**config.mk**
```make
export PLATFORM = sky130hd
export DESIGN_NAME = btn_debounce_sync
export DESIGN_NICKNAME = d
export VERILOG_FILES = /design/src/rtl/btn_debounce_sync.sv
export SDC_FILE = /design/constraint.sdc
export NUM_CORES = 1
export LEC_CHECK = 0
export CELL_PAD_IN_SITES_DETAIL_PLACEMENT = 0
export CELL_PAD_IN_SITES_GLOBAL_PLACEMENT = 1
export CORE_MARGIN = 2
export CORE_UTILIZATION = 39
export CTS_CLUSTER_DIAMETER = 150
export DETAILED_ROUTE_END_ITERATION = 10
export HOLD_SLACK_MARGIN = 0.1
export PLACE_DENSITY = 0.72
export SYNTH_ARGS = -nofsm -noshare
export SYNTH_HDL_FRONTEND = slang
export SYNTH_SLANG_ARGS = --single-unit
```
**constraint.sdc**
```tcl
create_clock -name Clk -period 2.2 [get_ports Clk]
set_clock_uncertainty 0.2 [all_clocks]
set_input_delay 0.44 -clock Clk [delete_from_list [all_inputs] [get_ports Clk]]
set_output_delay 0.44 -clock Clk [all_outputs]
set_load 0.02 [all_outputs]
```
**src/rtl/btn_debounce_sync.sv**
```systemverilog
// btn_debounce_sync
// Turns a raw, bouncing push-button level into a clean synchronous level.
// The path is a 2-flop synchronizer, then a consecutive-sample debounce FSM.
// The FSM also produces one-cycle rise/fall pulses and a saturating count
// of pending transitions that were aborted (glitches).
// State is {D_out, pending}, where pending means the debounce counter is nonzero.
module btn_debounce_sync #(
  parameter int  STABLE_CYCLES = 4,
  localparam int CNT_W         = $clog2(STABLE_CYCLES + 1)
) (
  input  logic       Clk,
  input  logic       Rst,
  input  logic       Btn_in,
  output logic       D_out,
  output logic       Rise_pulse,
  output logic       Fall_pulse,
  output logic [7:0] Glitch_cnt
);

  // Counter value at which the next differing sample commits the flip.
  localparam logic [CNT_W-1:0] CNT_LAST = CNT_W'(STABLE_CYCLES - 1);
  localparam logic [CNT_W-1:0] CNT_ONE  = CNT_W'(1);

  // Bit 1 mirrors D_out; bit 0 is set while a transition is pending.
  typedef enum logic [1:0] {
    STABLE_LOW  = 2'b00,
    PEND_HIGH   = 2'b01,
    STABLE_HIGH = 2'b10,
    PEND_LOW    = 2'b11
  } state_t;

  logic             s1_reg;
  logic             s2_reg;
  state_t           state_reg;
  logic [CNT_W-1:0] cnt_reg;
  logic             d_out_reg;
  logic             rise_reg;
  logic             fall_reg;
  logic [7:0]       glitch_reg;

  // Two-flop synchronizer. Only s2_reg feeds the debounce logic.
  always_ff @(posedge Clk or posedge Rst) begin
    if (Rst) begin
      s1_reg <= 1'b0;
      s2_reg <= 1'b0;
    end else begin
      s1_reg <= Btn_in;
      s2_reg <= s1_reg;
    end
  end

  // Debounce FSM: count consecutive differing samples, commit or abort.
  always_ff @(posedge Clk or posedge Rst) begin
    if (Rst) begin
      state_reg  <= STABLE_LOW;
      cnt_reg    <= '0;
      d_out_reg  <= 1'b0;
      rise_reg   <= 1'b0;
      fall_reg   <= 1'b0;
      glitch_reg <= 8'd0;
    end else begin
      // Pulses last exactly one cycle unless a flip re-asserts them below.
      rise_reg <= 1'b0;
      fall_reg <= 1'b0;
      case (state_reg)
        STABLE_LOW: begin
          if (s2_reg) begin
            if (cnt_reg == CNT_LAST) begin
              // A single required sample flips immediately.
              state_reg <= STABLE_HIGH;
              d_out_reg <= 1'b1;
              rise_reg  <= 1'b1;
              cnt_reg   <= '0;
            end else begin
              state_reg <= PEND_HIGH;
              cnt_reg   <= cnt_reg + CNT_ONE;
            end
          end
        end
        PEND_HIGH: begin
          if (!s2_reg) begin
            // The input fell back before it was stable long enough.
            state_reg <= STABLE_LOW;
            cnt_reg   <= '0;
            if (glitch_reg != 8'hFF) glitch_reg <= glitch_reg + 8'd1;
          end else if (cnt_reg == CNT_LAST) begin
            state_reg <= STABLE_HIGH;
            d_out_reg <= 1'b1;
            rise_reg  <= 1'b1;
            cnt_reg   <= '0;
          end else begin
            cnt_reg <= cnt_reg + CNT_ONE;
          end
        end
        STABLE_HIGH: begin
          if (!s2_reg) begin
            if (cnt_reg == CNT_LAST) begin
              state_reg <= STABLE_LOW;
              d_out_reg <= 1'b0;
              fall_reg  <= 1'b1;
              cnt_reg   <= '0;
            end else begin
              state_reg <= PEND_LOW;
              cnt_reg   <= cnt_reg + CNT_ONE;
            end
          end
        end
        PEND_LOW: begin
          if (s2_reg) begin
            state_reg <= STABLE_HIGH;
            cnt_reg   <= '0;
            if (glitch_reg != 8'hFF) glitch_reg <= glitch_reg + 8'd1;
          end else if (cnt_reg == CNT_LAST) begin
            state_reg <= STABLE_LOW;
            d_out_reg <= 1'b0;
            fall_reg  <= 1'b1;
            cnt_reg   <= '0;
          end else begin
            cnt_reg <= cnt_reg + CNT_ONE;
          end
        end
        default: begin
          state_reg <= STABLE_LOW;
          cnt_reg   <= '0;
          d_out_reg <= 1'b0;
        end
      endcase
    end
  end

  assign D_out      = d_out_reg;
  assign Rise_pulse = rise_reg;
  assign Fall_pulse = fall_reg;
  assign Glitch_cnt = glitch_reg;

endmodule

```
==> results of run 1 <==
## where the power goes
part	internal, mW	total [mW]	switching (mW)
clock network	0.101	0.201	0.100
logic	0.232	0.457	0.225
registers	0.424	0.547	0.123
## path summary, 6_finish.rpt
path,endpoint,slack (ns)
min in group asynchronous,Glitch_cnt[0]$_DFFE_PP0P_,0.25
worst max-delay path,Glitch_cnt[4],0.17
worst min-delay path,s2_reg$_DFF_PP0_,0.16
worst max register to register,Glitch_cnt[7]$_DFFE_PP0P_,0.40
worst min register to register,s2_reg$_DFF_PP0_,0.16
max in group asynchronous,D_out$_DFFE_PP0P_,1.36
## Yosys cell counts, drive strengths merged
| cell | instances |
|---|---|
| nand2 | 8 |
| nor3 | 2 |
| nand2b | 1 |
| mux2 | 4 |
| o211ai | 1 |
| dfrtp | 18 |
| nand3b | 1 |
| a21oi | 1 |
| xnor2 | 4 |
| o21ai | 3 |
| nor3b | 1 |
| and3 | 2 |
| nand4 | 3 |
| nor2 | 5 |
| inv | 3 |
| xor2 | 3 |
| nand3 | 5 |
| nor2b | 1 |
| ha | 3 |
## cells by family (layout without fill, tap and decap cells)
| family | after synthesis | count (layout) | share of synthesized area |
|---|---|---|---|
| muxes | 4 | 4 | 0.0568 |
| AOI/OAI and AO/OA | 5 | 5 | 0.0410 |
| xor gates and xnor gates | 7 | 7 | 0.0868 |
| and+or+nand+nor | 29 | 29 | 0.186 |
| DFF | 18 | 18 | 0.568 |
| buffers and inverters | 3 | 21 | 0.0142 |
| adders and majority gates | 3 | 3 | 0.0473 |
## through the flow
stage / utilization / instance area, sq um / cells / hold slack [ns] / worst slack [ns]
final: 0.515 / 1000 / 114 / 0.162 / 0.174
after global placement: 0.497 / 965 / 110 / 0.137 / 0.419
after floorplan: - / 793 / 69 / 0.131 / 0.448
after CTS: 0.515 / 1000 / 114 / 0.171 / 0.166
after global routing: 0.515 / 1000 / 114 / 0.181 / 0.0939
after detailed placement: 0.497 / 965 / 110 / 0.146 / 0.433
## layout make-up
type	instances	area [sq um]
multi-input combinational	48	332
sequential	18	450
tap	27	33.8
inverter	3	11.3
timing repair buffer	14	138
fill	197	941
clock buffer	4	36.3
## routing by layer
metal	vias up	global-route usage	wire [um]
met1	257	0.190	685
li1	274	-	-
met3	2	0.0276	35
met4	0	0.0571	15
met2	12	0.164	509
met5	-	0	0
==> metrics.txt, run 1 <==
status finished clean; crit-path max cell delay 0.64 ns; Hold Crit Start s1_reg$_DFF_PP0_; Worst path depth 1; CP required between 1.5 and 2 ns; CTS tree built; syn nets 75; Slew headroom 0.776; Clock Root Buffer clkbuf_4; die width a little under 50 um; CTS clk-pin slew, worst paths approximately 0.1 ns; Period minus WS final 2.03 ns; Top Ports 14; Post-CTS Hold Buffers 0; Synth cell types 22; DRC viols 0; total CTS buffers 3; vias per cell around 4.8; RSZ-0062 raised after global routing no; Worst-Skew Late Latency ~0.29 ns; first-pass GRT wire length ~2300 um; Synth area leaders dfrtp_1 (57%), ha_1 (4.7%), mux2_2 (4.3%); Cells after Synth a little under 70; # Max-Cap Violations 0; vias in the first global route between 500 and 600; reg-to-reg startpoint state_reg[1]$_DFFE_PP0P_; CTS H-tree lvls 1; largest net degree at the start of global routing 19; Post-DRT Antenna Nets 0; die area about 2400 sq um; Reg2Reg Depth 4; hold depth 0; Max Fclk 494 MHz; max FFs per register 8; worst setup path start Glitch_cnt[4]$_DFFE_PP0P_; post-synth top area share 0.568; most frequent cells in the layout dfrtp_1 (18), clkdlybuf4s50_1 (13), nand2_1 (8); Max Root-Sink Buffers 2; Fin. Hold Viols 0; Iter 0 DRT Violations 9; initial antenna violation count 0; Worst-Margin Slew about 0.33 ns; worst vdd ir slightly above 0.6 mV; P&R area growth vs syn 26.2%; CP cell instances clkdlybuf4s50_1; worst path bufs/invs 1; worst endpoint data arrival time roughly 1.4 ns; cts repair resizes 0; setup violators final 0; Power Dens Cells 1200 nW/um^2; Worst Hold Class reg2reg; CP endpoint kind output port; initial core utilization 0.409; PnR Total Power 1.21 mW; Post-Route WL between 1000 and 1500 um; Leak Pwr roughly 0.46 nW; postcts setup bufs 0; area leader, netlist dfrtp_1; Die Y around 50 um; register area share after synthesis 0.568; Yosys warnings 0; Overflow after GRT 0; final net count 94; I/O Buffers 13; ant diodes 0; num rows 16; Tot GR Track Use 0.124; Pins Over Slew Limit 0; setup TNS 0 ns; DRT Pass-1 Iters 4; critical-path cell with the highest stage delay clkdlybuf4s50_1; syn avg cell area roughly 11 sq um; routed via count 545; CP delay by family, top buffers and inverters; crit share post-route 0.921; commonest non-fill, non-tap cell in the layout dfrtp_1; Core Region 1940 sq um; RD Place Congestion a little over 0.7; share of layout cells above drive strength 1 0.126; crit path kind reg2out; Seq cells post-synth 18; Worst setup SP type flop; wire per inst 10.9 um; critical path fanouts, max 6; clock sinks 18; synthesized area 793 sq um
No activity file was read; power rests on OpenSTA's default activity.
==> run 2, diff against run 1 <==
- CORE_ASPECT_RATIO: not set -> 1.75
- CORE_UTILIZATION: 39 -> 25
- PLACE_DENSITY: 0.72 -> 0.49
==> run 2 against run 1 <==
Setup slack better by 0.037 ns. Routed wire length up 28%. Highest routed layer unchanged. Core utilization is 18 points lower. Sequential power is 0.9% higher.
==> metrics.txt, run 2 (synthesized netlist as in run 1, its figures left out) <==
status finished clean; final net count 94; sequential share of power 0.429; Worst Hold Class reg2reg; P&R area growth vs syn 31.1%; PnR Total Power between 1 and 1.5 mW; most frequent cells in the layout dfrtp_1 (18), clkdlybuf4s50_1 (13), nand2_1 (8); Placement Cell Area about 1000 sq um; num rows 27; M2 GR Usage 0.171; Pins Over Slew Limit 0; Clock Root Buffer clkbuf_8; hold_ws between 0.15 and 0.2 ns; Max Fclk between 500 and 600 MHz; Leak Pwr around 0.46 nW; max FFs per register 8; net switching power figure 0.470 mW; Core Region between 3000 and 4000 sq um; clock sinks 18; DRC viols 0; share of total power in combinational logic 0.366; multi-input logic area approximately 330 sq um; RD Place Congestion roughly 0.66; # fillers 311; Top Ports 14; crit path kind reg2out; Die Y approximately 80 um; setup TNS 0 ns; die area 3660 sq um; Top Usage Layer GRT met2; commonest non-fill, non-tap cell in the layout dfrtp_1; critical path fanouts, max 7; Overflow after GRT 0; Worst-Margin Slew between 0.3 and 0.4 ns; I/O Buffers 13; worst vdd ir slightly above 0.6 mV; switching share of power 0.364; die width 46.6 um; total CTS buffers 3; CP endpoint kind output port; CTS clk-pin slew, worst paths roughly 0.07 ns; Tot GR Track Use 0.110; first-pass GRT wire length approximately 2800 um; Finished Cell Area between 1000 and 1500 sq um; initial core utilization 0.258; CTS H-tree lvls 1; Iter 0 DRT Violations 5; Clock power frac 0.206; largest net degree at the start of global routing 19; share of layout cells above drive strength 1 0.126; setup violators final 0; CP delay by family, top buffers and inverters; DRT Pass-1 Iters 4; Worst setup SP type flop; Period minus WS final around 2.0 ns; RSZ-0062 raised after global routing no; Post-DRT Antenna Nets 0; crit-path max cell delay roughly 0.65 ns; CP required 1.56 ns; critical-path cell with the highest stage delay clkdlybuf4s50_1; worst endpoint data arrival time approximately 1.4 ns; Max Root-Sink Buffers 2; CP cell instances clkdlybuf4s50_1; Power Dens Cells around 1200 nW/um^2; # Max-Cap Violations 0; routed via count ~550; ant diodes 0; Post-CTS Hold Buffers 0; worst path bufs/invs 1; initial antenna violation count 0; Worst-Skew Late Latency about 0.25 ns; postcts setup bufs 0; crit share post-route 0.904; internal power 0.819 mW; CTS tree built; Placed Cells incl. Taps 126; vias in the first global route about 580; vias per cell 4.20; met1 Use GR 0.135; half-perimeter wire length after placement 1200 um; Post-Route WL roughly 1600 um; Final Non-Filler Cells 130; wire per inst 12.3 um; cts repair resizes 0; Fin. Hold Viols 0; routing usage on met3 0.0230; Slew headroom 0.760; FF/Latch Area 450 sq um
[run 2: cell counts in the layout (fill, tap and decap cells not counted)]
No cell type changed its count.
[run 2: layout make-up]
cell class / instances / area share
clock buffer: 4 / 0.0529
timing repair buffer: 14 / 0.132
inverter: 3 / 0.0108
tap: 43 / 0.0517
sequential: 18 / 0.433
multi-input combinational: 48 / 0.319
[run 2: worst paths after layout]
path / from / to / slack [ns] / depth (start not counted)
setup / recovery: Glitch_cnt[2]$_DFFE_PP0P_ / Glitch_cnt[2] / 0.21 / 1
min in group asynchronous: Rst / cnt_reg[2]$_DFFE_PP0P_ / 0.30 / 3
max in group asynchronous: Rst / Glitch_cnt[7]$_DFFE_PP0P_ / 1.31 / 3
hold / removal: s1_reg$_DFF_PP0_ / s2_reg$_DFF_PP0_ / 0.15 / 0
setup reg to reg: state_reg[1]$_DFFE_PP0P_ / Glitch_cnt[7]$_DFFE_PP0P_ / 0.36 / 4
hold reg to reg: s1_reg$_DFF_PP0_ / s2_reg$_DFF_PP0_ / 0.15 / 0
[run 2: power by group through the flow]
stage	clock [mW]	sequential, mW	combinational [mW]
2_1_floorplan	0	0.599	0.238
3_3_place_gp	0	0.557	0.479
3_5_place_dp	0	0.558	0.478
4_1_cts	0.279	0.553	0.484
5_1_grt	0.296	0.573	0.530
6_report	0.265	0.552	0.471
[run 2: per-stage QoR]
stage	setup slack, ns	util
finish	0.211	0.338
global route	0.131	0.338
CTS	0.193	0.338
detailed placement	0.376	0.320
global placement	0.389	0.320
floorplan	0.448	-
[run 2: layer usage]
layer / wire length [um] / up-vias / part of all wire
met1: 664 / 264 / 0.42
met2: 869 / 9 / 0.54
met5: 0 / - / 0
li1: - / 271 / -
met3: 47 / 2 / 0.029
met4: 17 / 0 / 0.011
